## src/rtl/dut_cmd_slave.sv

```systemverilog
// Command slave: executes NOP/WR/RD/INC/CLR/RDCLR against a 16x4 register file.
// Read results leave through a valid/ready response FIFO; error and activity counters are kept.
module dut_cmd_slave #(
   parameter int DEPTH = 4,
   parameter int CNT_W = 8
) (
   input  logic             clk,
   input  logic             rst_n,
   input  logic [3:0]       cmd,
   input  logic [3:0]       adr,
   input  logic [3:0]       data,
   output logic             resp_valid,
   input  logic             resp_ready,
   output logic [3:0]       resp_adr,
   output logic [3:0]       resp_data,
   output logic             overflow,
   output logic [CNT_W-1:0] drop_cnt,
   output logic [CNT_W-1:0] illegal_cnt,
   output logic [15:0]      cmd_cnt
);
   localparam int PW = $clog2(DEPTH);
   localparam logic [PW:0] OCC_FULL = (PW+1)'(DEPTH);
   localparam logic [PW:0] OCC_ONE  = (PW+1)'(1);
   localparam logic [PW-1:0] PTR_ONE = PW'(1);
   localparam logic [CNT_W-1:0] CNT_ONE = CNT_W'(1);

   typedef struct packed {
      logic [3:0] adr;
      logic [3:0] data;
   } resp_t;

   logic [15:0][3:0]  mem_q, mem_d;
   resp_t             fifo_q [DEPTH];
   logic [PW-1:0]     wr_ptr_q, wr_ptr_d, rd_ptr_q, rd_ptr_d;
   logic [PW:0]       occ_q, occ_d;
   resp_t             head_q, head_d;
   logic              ovf_q, ovf_d;
   logic [CNT_W-1:0]  drop_q, drop_d, ill_q, ill_d;
   logic [15:0]       cmd_cnt_q, cmd_cnt_d;
   logic              is_rd, is_legal, is_ill, pop, push_ok;
   resp_t             push_ent;

   always_comb begin
      is_legal = (cmd >= 4'd1) && (cmd <= 4'd5);
      is_ill   = (cmd >= 4'd6);
      is_rd    = (cmd == 4'd2) || (cmd == 4'd5);
      pop      = (occ_q != '0) && resp_ready;
      // A full FIFO still takes the push when the head leaves in the same cycle
      push_ok  = is_rd && ((occ_q != OCC_FULL) || pop);
      push_ent = '{adr: adr, data: mem_q[adr]};

      mem_d = mem_q;
      case (cmd)
         4'd1:       mem_d[adr] = data;
         4'd3:       mem_d[adr] = mem_q[adr] + 4'd1;
         4'd4, 4'd5: mem_d[adr] = 4'd0;
         default:    ;
      endcase

      wr_ptr_d = push_ok ? wr_ptr_q + PTR_ONE : wr_ptr_q;
      rd_ptr_d = pop     ? rd_ptr_q + PTR_ONE : rd_ptr_q;
      occ_d    = occ_q;
      if (push_ok && !pop)      occ_d = occ_q + OCC_ONE;
      else if (!push_ok && pop) occ_d = occ_q - OCC_ONE;

      ovf_d  = ovf_q;
      drop_d = drop_q;
      if (is_rd && !push_ok) begin
         ovf_d = 1'b1;
         if (drop_q != '1) drop_d = drop_q + CNT_ONE;
      end
      ill_d = ill_q;
      if (is_ill && (ill_q != '1)) ill_d = ill_q + CNT_ONE;
      cmd_cnt_d = is_legal ? cmd_cnt_q + 16'd1 : cmd_cnt_q;

      // Registered head: the pushed entry lands at the new read pointer only when it becomes the sole entry
      head_d = head_q;
      if (occ_d != '0)
         head_d = (push_ok && (wr_ptr_q == rd_ptr_d)) ? push_ent : fifo_q[rd_ptr_d];
   end

   always_ff @(posedge clk) begin
      if (!rst_n) begin
         mem_q     <= '0;
         wr_ptr_q  <= '0;
         rd_ptr_q  <= '0;
         occ_q     <= '0;
         head_q    <= '0;
         ovf_q     <= 1'b0;
         drop_q    <= '0;
         ill_q     <= '0;
         cmd_cnt_q <= '0;
      end else begin
         mem_q     <= mem_d;
         wr_ptr_q  <= wr_ptr_d;
         rd_ptr_q  <= rd_ptr_d;
         occ_q     <= occ_d;
         head_q    <= head_d;
         ovf_q     <= ovf_d;
         drop_q    <= drop_d;
         ill_q     <= ill_d;
         cmd_cnt_q <= cmd_cnt_d;
      end
   end

   always_ff @(posedge clk) begin
      if (rst_n && push_ok) fifo_q[wr_ptr_q] <= push_ent;
   end

   assign resp_valid  = (occ_q != '0);
   assign resp_adr    = head_q.adr;
   assign resp_data   = head_q.data;
   assign overflow    = ovf_q;
   assign drop_cnt    = drop_q;
   assign illegal_cnt = ill_q;
   assign cmd_cnt     = cmd_cnt_q;
endmodule

```

## config.mk

```make
export PLATFORM = sky130hd
export DESIGN_NAME = dut_cmd_slave
export DESIGN_NICKNAME = d
export VERILOG_FILES = /design/src/rtl/dut_cmd_slave.sv
export SDC_FILE = /design/constraint.sdc
export NUM_CORES = 1
export LEC_CHECK = 0
export CORE_MARGIN = 8
export CORE_UTILIZATION = 59
export DETAILED_ROUTE_END_ITERATION = 7
export PLACE_DENSITY = 0.88
export SKIP_LAST_GASP = 1
export SLEW_MARGIN = 20
export SYNTH_ARGS = -nofsm -noshare
export SYNTH_HDL_FRONTEND = slang
export SYNTH_SLANG_ARGS = --single-unit
```

## constraint.sdc

```tcl
create_clock -name clk -period 3.8 [get_ports clk]
set_input_delay 0.38 -clock clk [delete_from_list [all_inputs] [get_ports clk]]
set_output_delay 0.38 -clock clk [all_outputs]
set_load 0.005 [all_outputs]
```

### After elaboration in Yosys (flattened, before gate mapping)

Memories as Yosys holds them, arrays and structs flattened. A register that Yosys moved wholly into a read port is not among the register bits.
Index checks and enable logic that the tools add are counted.

* flip-flop bits (word level): 104
* memory bits (writable): 32
* input bits: 15
* output and inout bits: 42
* word-level logic and storage cells: 78
* memories: 1

* add/subtract/negate cells: 8
* order comparisons: 5
* equal/unequal tests: 8
* mux-type cells: 12
* bitwise operators: 2
* reductions and logical operators: 19

Memory list
* fifo_q: words 4, width 8, read ports 1, clocked after memory_dff 1, wr ports 1, RTL line 33 `resp_t fifo_q [DEPTH];`

Operators by type and width (number)
* case mux 64 bit (3 select lines): 1
* bitwise mux 64 bit: 2
* AND 64 bit: 1
* NOT 64 bit: 1
* adder 16 x 1 -> 16 bit (second input constant): 1
* adder 8 x 1 -> 8 bit (second input constant): 2
* binary-select mux 4 bit (select 4 bit): 1
* demux 4 bit (select 4 bit): 1
* inequality test 8 bit (second input constant): 2
* logical AND 1 bit: 9
* nonzero test 3 bit: 3
* equality test 4 x 2 -> 1 bit (second input constant): 2
* equality test 4 x 3 -> 1 bit (second input constant): 2
* greater-or-equal comparator 4 x 1 -> 1 bit (second input constant): 2
* 2-to-1 mux 4 bit: 2
* 2-to-1 mux 3 bit: 2
* less-than comparator 4 x 5 -> 1 bit (second input constant): 1
* adder 2 x 1 -> 2 bit (second input constant): 2
* adder 4 x 1 -> 4 bit (second input constant): 1
* equality test 4 x 1 -> 1 bit (second input constant): 1
* greater-or-equal comparator 4 x 3 -> 1 bit (second input constant): 1
* less-or-equal comparator 4 x 3 -> 1 bit (second input constant): 1
* adder 3 x 1 -> 3 bit (second input constant): 1
* logical NOT 1 bit: 3
* 7 further kinds: 9

### Longest topological paths before layout

Gate-level depths: netlist (run 1).

* depth after elaboration: 9
* gate-level depth with buffers: 11
* gate-level depth less buffers: 9

### Least setup slack after synthesis (run 1)

Ideal clock, no wire load.

* kind: input port to flip-flop
* start point: input adr[0]
* end point: register with a tool-made name
* library setup time: 0.137 ns
* data arrival time: 2.752 ns
* data required time: 3.663 ns
* slack: 0.910 ns
* cell stages on the path: 10
* buffers on the path: 3
* path through: buf_6 -> buf_6 -> mux4_2 -> a22oi_2 -> nand2_1 -> ha_1 -> a21oi_1 -> a2bb2oi_1 -> clkbuf_1 -> a211oi_1

RTL lines
* start, declared: RTL line 10 `input logic [3:0] adr,`

==> impl_metrics.ini, run 1 <==
[min_path]
holdCritPathClass = flop to flop

[clocking]
numCtsBuffers = 17
post_cts_buffers = 0
clockRootBuffer = clkbuf_16
clkTransAtPathRegs_ps = 60
cts-hold-fix-buffers = 0
postCtsResizedCells = 0
clk_path_buf_depth = 2
h-tree-depth = 4
cts_tree = done
clk_latency_ps = 430
clock_sinks = 144

[critical_path]
end_kind = flop
startpoint_type = primary input
cp.arrival_ps = 3640
max_stage_delay_ps = 930
critPathKind = primary input to flop
path_cells = clkdlybuf4s50_1 > mux4_2 > a22oi_2 > nand2_1 > ha_1 > nand2b_1 > mux2i_4 > mux2i_1 > a21oi_1
crit_path_max_fanout = 16
slowest_stage = clkdlybuf4s50_1
cp.required_ps = 4150

[die]
start_util_pct = 60.47
dieHeight_um = 129.7
num_rows = 41
die_area_um2 = 16830
core-area_um2 = 12620
die_w_um = 129.7
ioPinCount = 57

[timing]
timing.fmax_mhz = 304.3
relSlewSlack_pct = 28.62
slew_viol_final = 0
fin_hold_ws_ps = 456.2
postLayoutSetupSlackWorst_ps = 513.6
final.setup_skew_ps = 10.88
setup_tns_ps = 0
finalHoldViolations = 0
worst_pin_slew_ps = 1071
min_period_ps = 3286
period_share_pct = 86.48
setup_viol = 0
grt_setup_unrepaired = no

[detailed_routing]
ant_nets = 0
drc = 0
dr.pass1.iters = 5
postRouteWirelength_um = 19640
drt_iter0_markers = 714
num_vias = 6523
avgViaCountPerCell = 6.414
wl_per_cell_um = 19.31

[pwr]
p_per_area_nw_per_um2 = 498.2
ir_worst_vdd_mv = 0.2982
power_mw = 4.425
power.leakage_nw = 3.214

[global_routing]
grt_start_max_net_pins = 64
grt_first_pass_wirelength_um = 31850
grt_pass1_vias = 6391
grt_usage_pct = 23.77
antenna_found_initial = 0
grt_overflow = 0

[logic_synthesis]
yosysWarningCount = 0
syn_avg_cell_area_um2 = 9.587
ys.flop_type = dfxtp_1
syn_nets = 822
synth_edf_count = 32
ys_seq_area_share_pct = 41.97
netlist_area_um2 = 7631
ys_ff_latch = 144
async_flop_share_pct = 0
ys_types = 62
postSynthCellCount = 796

[final_layout]
syn_to_final_growth_pct = 16.38
final_core_util_pct = 70.37
diodes = 0
design_area_um2 = 8881
nets = 858
drive_gt1_share_pct = 14.32
fillers = 919
layoutNonFillerInstCount = 1017

[placement]
place.gp.congestion = 0.8621
io_buffers = 56
dpl_cell_area_um2 = 8303
dp.cells = 985
hpwl_um = 12460
dp_slack_ps = 294.9

[run_status]
outcome = finished clean

[run]
drv_cap = 0
-- layout by cell type, fill, tap and decap left out, types with 19 or more instances in the layout --
master / n
dfxtp_1: 112
a211oi_1: 34
o21ai_0: 31
clkdlybuf4s50_1: 56
mux2_2: 31
nand2_1: 38
a21oi_1: 59
mux2i_1: 29
nand4_1: 21
inv_1: 19
edfxtp_1: 32
nor2_1: 107
-- path summary, 6_finish.rpt --
path | startpoint | end | slack [ps] | cells past startpoint
max | adr[1] | flop | 510 | 9
min reg2reg | resp_adr[3] | resp_adr[3] | 460 | 2
min | resp_adr[3] | resp_adr[3] | 460 | 2
max reg2reg | flop | flop | 1000 | 8
-- routing by layer --
metal,GRT usage (%),routed length [µm]
met5,0,0
met4,11.54,599
met3,6.650,1355
met2,40.06,9849
met1,27.42,7833
-- worst max-delay path, delay by kind of cell --
family,cells,cell delay [ps]
AO/OA/AOI/OAI,2,490
adder cells (fa/ha/maj),1,290
AND/OR/NAND/NOR,2,440
buffers and inverters,1,930
multiplexers,3,1100
-- cells in the mapped netlist, types with 9 or more instances --
cell	number	area share, %
dfxtp_1	112	29
nor2_1	107	5.3
a21oi_1	60	3.9
clkbuf_1	42	2.1
nand2_1	38	1.9
a211oi_1	34	3.3
edfxtp_1	32	13
mux2_2	31	4.6
o21ai_0	31	2.0
mux2i_1	29	3.8
nand4_1	21	1.7
inv_1	19	0.93
nand3_1	18	1.2
xor2_1	18	2.1
mux4_2	17	5.0
o221ai_1	16	1.8
o21ai_1	15	0.98
nor3_1	13	0.85
xnor2_1	12	1.4
ha_1	11	1.8
a2bb2oi_1	9	1.0
-- logic make-up after synthesis --
group,after synthesis,share of synthesized area [%]
compound gates,215,19.76
xor+xnor,31,3.656
fa+ha+maj,11,1.804
buf+inv,78,4.378
flops,144,41.97
mux,79,13.84
simple gates,238,14.59
-- where the power goes --
part / switching [mW] / leakage (nW) / internal (mW)
sequential: 0.0767 / 1.21 / 1.65
combinational: 0.589 / 1.73 / 0.445
clock: 0.641 / 0.277 / 1.02
-- cell type report --
type / instances / area [µm²] / share of cell area [%]
Multi-Input combinational cell: 574 / 4098 / 46.14
Sequential cell: 144 / 3203 / 36.07
Inverter: 21 / 78.83 / 0.8876
Clock buffer: 19 / 432.9 / 4.875
Tap cell: 172 / 215.2 / 2.423
Timing Repair Buffer: 74 / 708.2 / 7.974
Clock inverter: 13 / 145.1 / 1.634
Note: power is estimated with default switching activity, not from simulation.
==> run 2: changes to the inputs <==
--- a/config.mk
+++ b/config.mk
@@ -6,9 +6,10 @@
 export NUM_CORES = 1
 export LEC_CHECK = 0
 export CORE_MARGIN = 8
-export CORE_UTILIZATION = 59
+export CORE_UTILIZATION = 50
+export CTS_BUF_LIST = sky130_fd_sc_hd__clkbuf_4 sky130_fd_sc_hd__clkbuf_8
 export DETAILED_ROUTE_END_ITERATION = 7
-export PLACE_DENSITY = 0.88
+export PLACE_DENSITY = 0.69
 export SKIP_LAST_GASP = 1
 export SLEW_MARGIN = 20
 export SYNTH_ARGS = -nofsm -noshare
==> run 2 against run 1 <==
Against the previous run:
- critical path depth increased by 1
- cell area decreased by 2.2%
- clock skew increased by 2.3 ps
- first-iteration DRC count decreased by 29%
- flip-flop and latch count unchanged
- highest routed layer unchanged
==> impl_metrics.ini, run 2 (synthesized netlist as in run 1, its figures left out) <==
[timing]
setup_viol = 0
final.setup_skew_ps = 13.22
period_share_pct = 79.85
setup_tns_ps = 0
relSlewSlack_pct = 40.63
slew_viol_final = 0
worst_pin_slew_ps = 889.4
min_period_ps = 3034
finalHoldViolations = 0
timing.fmax_mhz = 329.5
grt_setup_unrepaired = no

[clocking]
clock_sinks = 144
clk_latency_ps = 450
numCtsBuffers = 17
cts_tree = done
postCtsResizedCells = 0
post_cts_buffers = 0
cts-hold-fix-buffers = 0
clockRootBuffer = clkbuf_8
clk_path_buf_depth = 2
clkTransAtPathRegs_ps = 70
h-tree-depth = 4

[critical_path]
r2r-end = resp_data[0]
r2r-start = occ_q[0]
r2r_cells = 10
cp.arrival_ps = 3410
crit_cells = 10
cp.required_ps = 4170
crit_path_max_fanout = 28
critPathKind = primary input to flop
path_cells = clkdlybuf4s50_1 > buf_12 > mux4_2 > a22oi_2 > nand2_1 > ha_1 > nand2b_1 > mux2i_4 > mux2i_1 > a21oi_1
end_kind = flop
worst_path_dominant_cell_family = multiplexers
slowest_stage = mux4_2
startpoint_type = primary input
rrSetupSlack_ps = 920
cp.buffers_inverters = 2
max_stage_delay_ps = 540

[detailed_routing]
route.met2.wl_um = 10040
wl_per_cell_um = 19.04
dr.pass1.iters = 5
drt-met1-wl_um = 8379
postRouteWirelength_um = 19570
ant_nets = 0
dr_wl_met3_um = 864
num_vias = 6354
dr.max_layer_used = met4
drc = 0
drt_iter0_markers = 510
avgViaCountPerCell = 6.181

[placement]
hpwl_um = 13100
dp.cells = 997
dpl_cell_area_um2 = 8293
io_buffers = 56
place.gp.congestion = 0.8535

[die]
core-area_um2 = 15030
dieHeight_um = 139.5
ioPinCount = 57
die_w_um = 139.5
num_rows = 45
die_area_um2 = 19470
start_util_pct = 50.76

[global_routing]
antenna_found_initial = 0
grt_overflow = 0
grt_first_pass_wirelength_um = 32230
grt_pass1_vias = 6356
grt_start_max_net_pins = 64
grt_usage_pct = 20.26

[min_path]
holdCritPathClass = flop to flop
whs_endpoint = resp_adr[2]
whs_path_depth = 2
min_from = resp_adr[2]

[final_layout]
syn_to_final_growth_pct = 13.85
final_common_cell = dfxtp_1
drive_gt1_share_pct = 14.29
design_area_um2 = 8688
layoutNonFillerInstCount = 1028
diodes = 0
nets = 854
mostFrequentLayoutCells = 112 x dfxtp_1, 107 x nor2_1, 59 x a21oi_1, 56 x clkdlybuf4s50_1, 38 x nand2_1

[pwr]
p_per_area_nw_per_um2 = 459.0
power.leakage_nw = 3.124
power_mw = 3.988
ir_worst_vdd_mv = 0.3134

[run_status]
outcome = finished clean

[run]
drv_cap = 0
run 2: changes by cell type in the layout (fill, tap and decap cells not counted):
cell	change
clkinv_2	-2
clkinv_1	-2
buf_4	-4
clkbuf_4	+5
bufinv_16	-1
clkbuf_8	+20
clkinvlp_4	-2
clkbuf_1	-2
clkbuf_16	-17
run 2: metal layers:
layer | vias up | global-route usage [%]
li1 | 3015 | -
met1 | 3114 | 24.02
met2 | 200 | 35.74
met3 | 25 | 3.728
met4 | 0 | 7.771
met5 | - | 0
run 2: final cells by class:
class                      count  area (µm²)
fill                        1288        6345
multi-input combinational    574        4098
sequential                   144        3203
timing repair buffer          70       678.2
clock buffer                  25       312.8
tap                          188       235.2
clock inverter                 6       82.58
inverter                      21       78.83
run 2: worst min-delay path: stages (launching register included):
cell,delay (ps)
dfxtp_1,310
nand3_1,50
o21ai_1,50
run 2: worst max-delay path by stage:
stage / start / slack, ps / endpoint
6_report: adr[0] / 770 / flop
5_1_grt: adr[0] / 600 / flop
4_1_cts: adr[0] / 790 / flop
3_5_place_dp: adr[0] / 310 / flop
3_3_place_gp: adr[0] / 430 / flop
2_1_floorplan: adr[0] / 910 / flop
run 2: per-stage QoR:
| step | setup slack [ps] | hold slack, ps | util [%] |
|---|---|---|---|
| floorplan | 910.2 | 456.0 | - |
| global placement | 428.7 | 451.2 | 55.16 |
| detailed placement | 314.8 | 451.1 | 55.16 |
| CTS | 791.2 | 461.7 | 57.79 |
| global route | 597.1 | 480.5 | 57.79 |
| finish | 765.5 | 459.5 | 57.79 |
run 2: power by group:
part	internal, mW	switching (mW)
Sequential	1.65	0.0801
Clock	0.666	0.549
Combinational	0.443	0.599
==> run 3: changes to the inputs <==
--- a/config.mk
+++ b/config.mk
@@ -9,7 +9,7 @@
 export CORE_UTILIZATION = 50
 export CTS_BUF_LIST = sky130_fd_sc_hd__clkbuf_4 sky130_fd_sc_hd__clkbuf_8
 export DETAILED_ROUTE_END_ITERATION = 7
-export PLACE_DENSITY = 0.69
+export PLACE_DENSITY = 0.72
 export SKIP_LAST_GASP = 1
 export SLEW_MARGIN = 20
 export SYNTH_ARGS = -nofsm -noshare
==> constraint.sdc (replaced) <==
create_clock -name clk -period 2.55 [get_ports clk]
set_input_delay 0.255 -clock clk [delete_from_list [all_inputs] [get_ports clk]]
set_output_delay 0.255 -clock clk [all_outputs]
set_load 0.005 [all_outputs]
==> run 3 against run 2 <==
Against the previous run:
- cell area up 8.3%
- worst setup slack worse by 680 ps
- clock skew down 5.2 ps
- total power up 51%
- non-clock buffer count up 82
- wire length up 3.1%
- combinational power up 62%
- final cell count up 8.1%
- critical path depth down 4
- largest power group unchanged
- sequential power up 49%
- sequential share of layout area down 2.8 points
==> impl_metrics.ini, run 3 (synthesized netlist as in run 1, its figures left out) <==
[run_status]
outcome = finished clean

[placement]
hpwl_um = 14380
place.gp.congestion = 0.9114
io_buffers = 56
dp_slack_ps = -587.5
dp.cells = 1076

[detailed_routing]
avgViaCountPerCell = 6.042
wl_per_cell_um = 18.17
drt_iter0_markers = 575
drc = 0
postRouteWirelength_um = 20190
dr.pass1.iters = 7
num_vias = 6713
ant_nets = 0

[timing]
postLayoutSetupSlackWorst_ps = 80.86
setup_tns_ps = 0
relSlewSlack_pct = 48.89
grt_setup_unrepaired = no
timing.fmax_mhz = 405.0
slew_viol_final = 0
period_share_pct = 96.83
setup_viol = 0
final.setup_skew_ps = 8.050
worst_pin_slew_ps = 764.3
finalHoldViolations = 0
fin_hold_ws_ps = 458.0
min_period_ps = 2469

[final_layout]
drive_gt1_share_pct = 22.10
layoutNonFillerInstCount = 1111
mostFrequentLayoutCells = 110 x dfxtp_1, 107 x nor2_1, 85 x buf_4, 58 x a21oi_1, 56 x clkdlybuf4s50_1
final_common_cell = dfxtp_1
nets = 936
syn_to_final_growth_pct = 23.35
diodes = 0

[min_path]
holdCritPathClass = flop to flop

[critical_path]
critPathKind = flop to primary output
cp.required_ps = 2300
end_kind = primary output
rrSetupSlack_ps = 210
cp.arrival_ps = 2210
crit_path_max_fanout = 11
startpoint_type = flop

[die]
die_w_um = 139.5
start_util_pct = 50.76
ioPinCount = 57
dieHeight_um = 139.5
core-area_um2 = 15030
die_area_um2 = 19470
num_rows = 45

[clocking]
clock_sinks = 144
clockRootBuffer = clkbuf_8
clkTransAtPathRegs_ps = 80
numCtsBuffers = 17
clk_path_buf_depth = 2
cts_tree = done
h-tree-depth = 4
clk_latency_ps = 450

[global_routing]
grt_usage_pct = 20.40
antenna_found_initial = 0
grt_first_pass_wirelength_um = 32400
grt_start_max_net_pins = 55
grt_pass1_vias = 6505
grt_overflow = 0

[pwr]
ir_worst_vdd_mv = 0.4130
p_per_area_nw_per_um2 = 637.9
power.leakage_nw = 3.554

[run]
drv_cap = 0
run 3: cell count changes in the layout (fill, tap and decap cells not counted), sizes merged:
cell	delta
clkinvlp	+1
inv	+1
clkbuf	-6
clkinv	+5
buf	+82
run 3: final timing paths:
kind	from	endpoint	cells past startpoint
worst min-delay path	resp_adr[1]	resp_adr[1]	2
worst max register to register	occ_q[0]	resp_adr[3]	10
worst min register to register	resp_adr[1]	resp_adr[1]	2
worst max-delay path	occ_q[0]	resp_valid	6
run 3: timing repair:
item                                    in CTS  in global routing
setup buffers                                2                  1
endpoints found under the setup margin      17                 10
pin swaps                                    0                  1
hold buffers                                 0                  0
gates resized for setup                      1                  3
run 3: cell type report:
type | instances | area, µm²
sequential | 144 | 3206
fill | 1200 | 5620
clock inverter | 13 | 120.1
inverter | 21 | 78.83
tap | 188 | 235.2
multi-input combinational | 574 | 4108
timing repair buffer | 152 | 1410
clock buffer | 19 | 255.2
run 3: power by group:
group	switching [mW]	total [mW]	internal (mW)	leakage, nW
Combinational	0.894	1.68	0.781	2.15
Sequential	0.116	2.58	2.46	1.21
Clock	0.862	1.75	0.888	0.191
run 3: worst max-delay path: stages, from the launching register on:
cell	delay, ps
dfxtp_2	350
inv_1	110
ha_1	240
nor2b_1	360
inv_2	60
buf_4	190
clkdlybuf4s50_1	460
run 3: per-layer routing:
| layer | wire, µm | part of all wire, % | global-route usage [%] |
|---|---|---|---|
| met1 | 8321 | 41 | 23.32 |
| met2 | 10190 | 50 | 35.95 |
| met3 | 1179 | 5.8 | 4.720 |
| met4 | 495 | 2.5 | 8.686 |
| met5 | 0 | 0 | 0 |
run 3: per-stage QoR:
stage	area (µm²)	utilization (%)	power, mW
5_1_grt	9413	62.61	6.278
3_3_place_gp	8980	59.73	4.189
4_1_cts	9387	62.44	6.007
6_report	9413	62.61	6.005
2_1_floorplan	7641	-	3.675
3_5_place_dp	8980	59.73	4.275
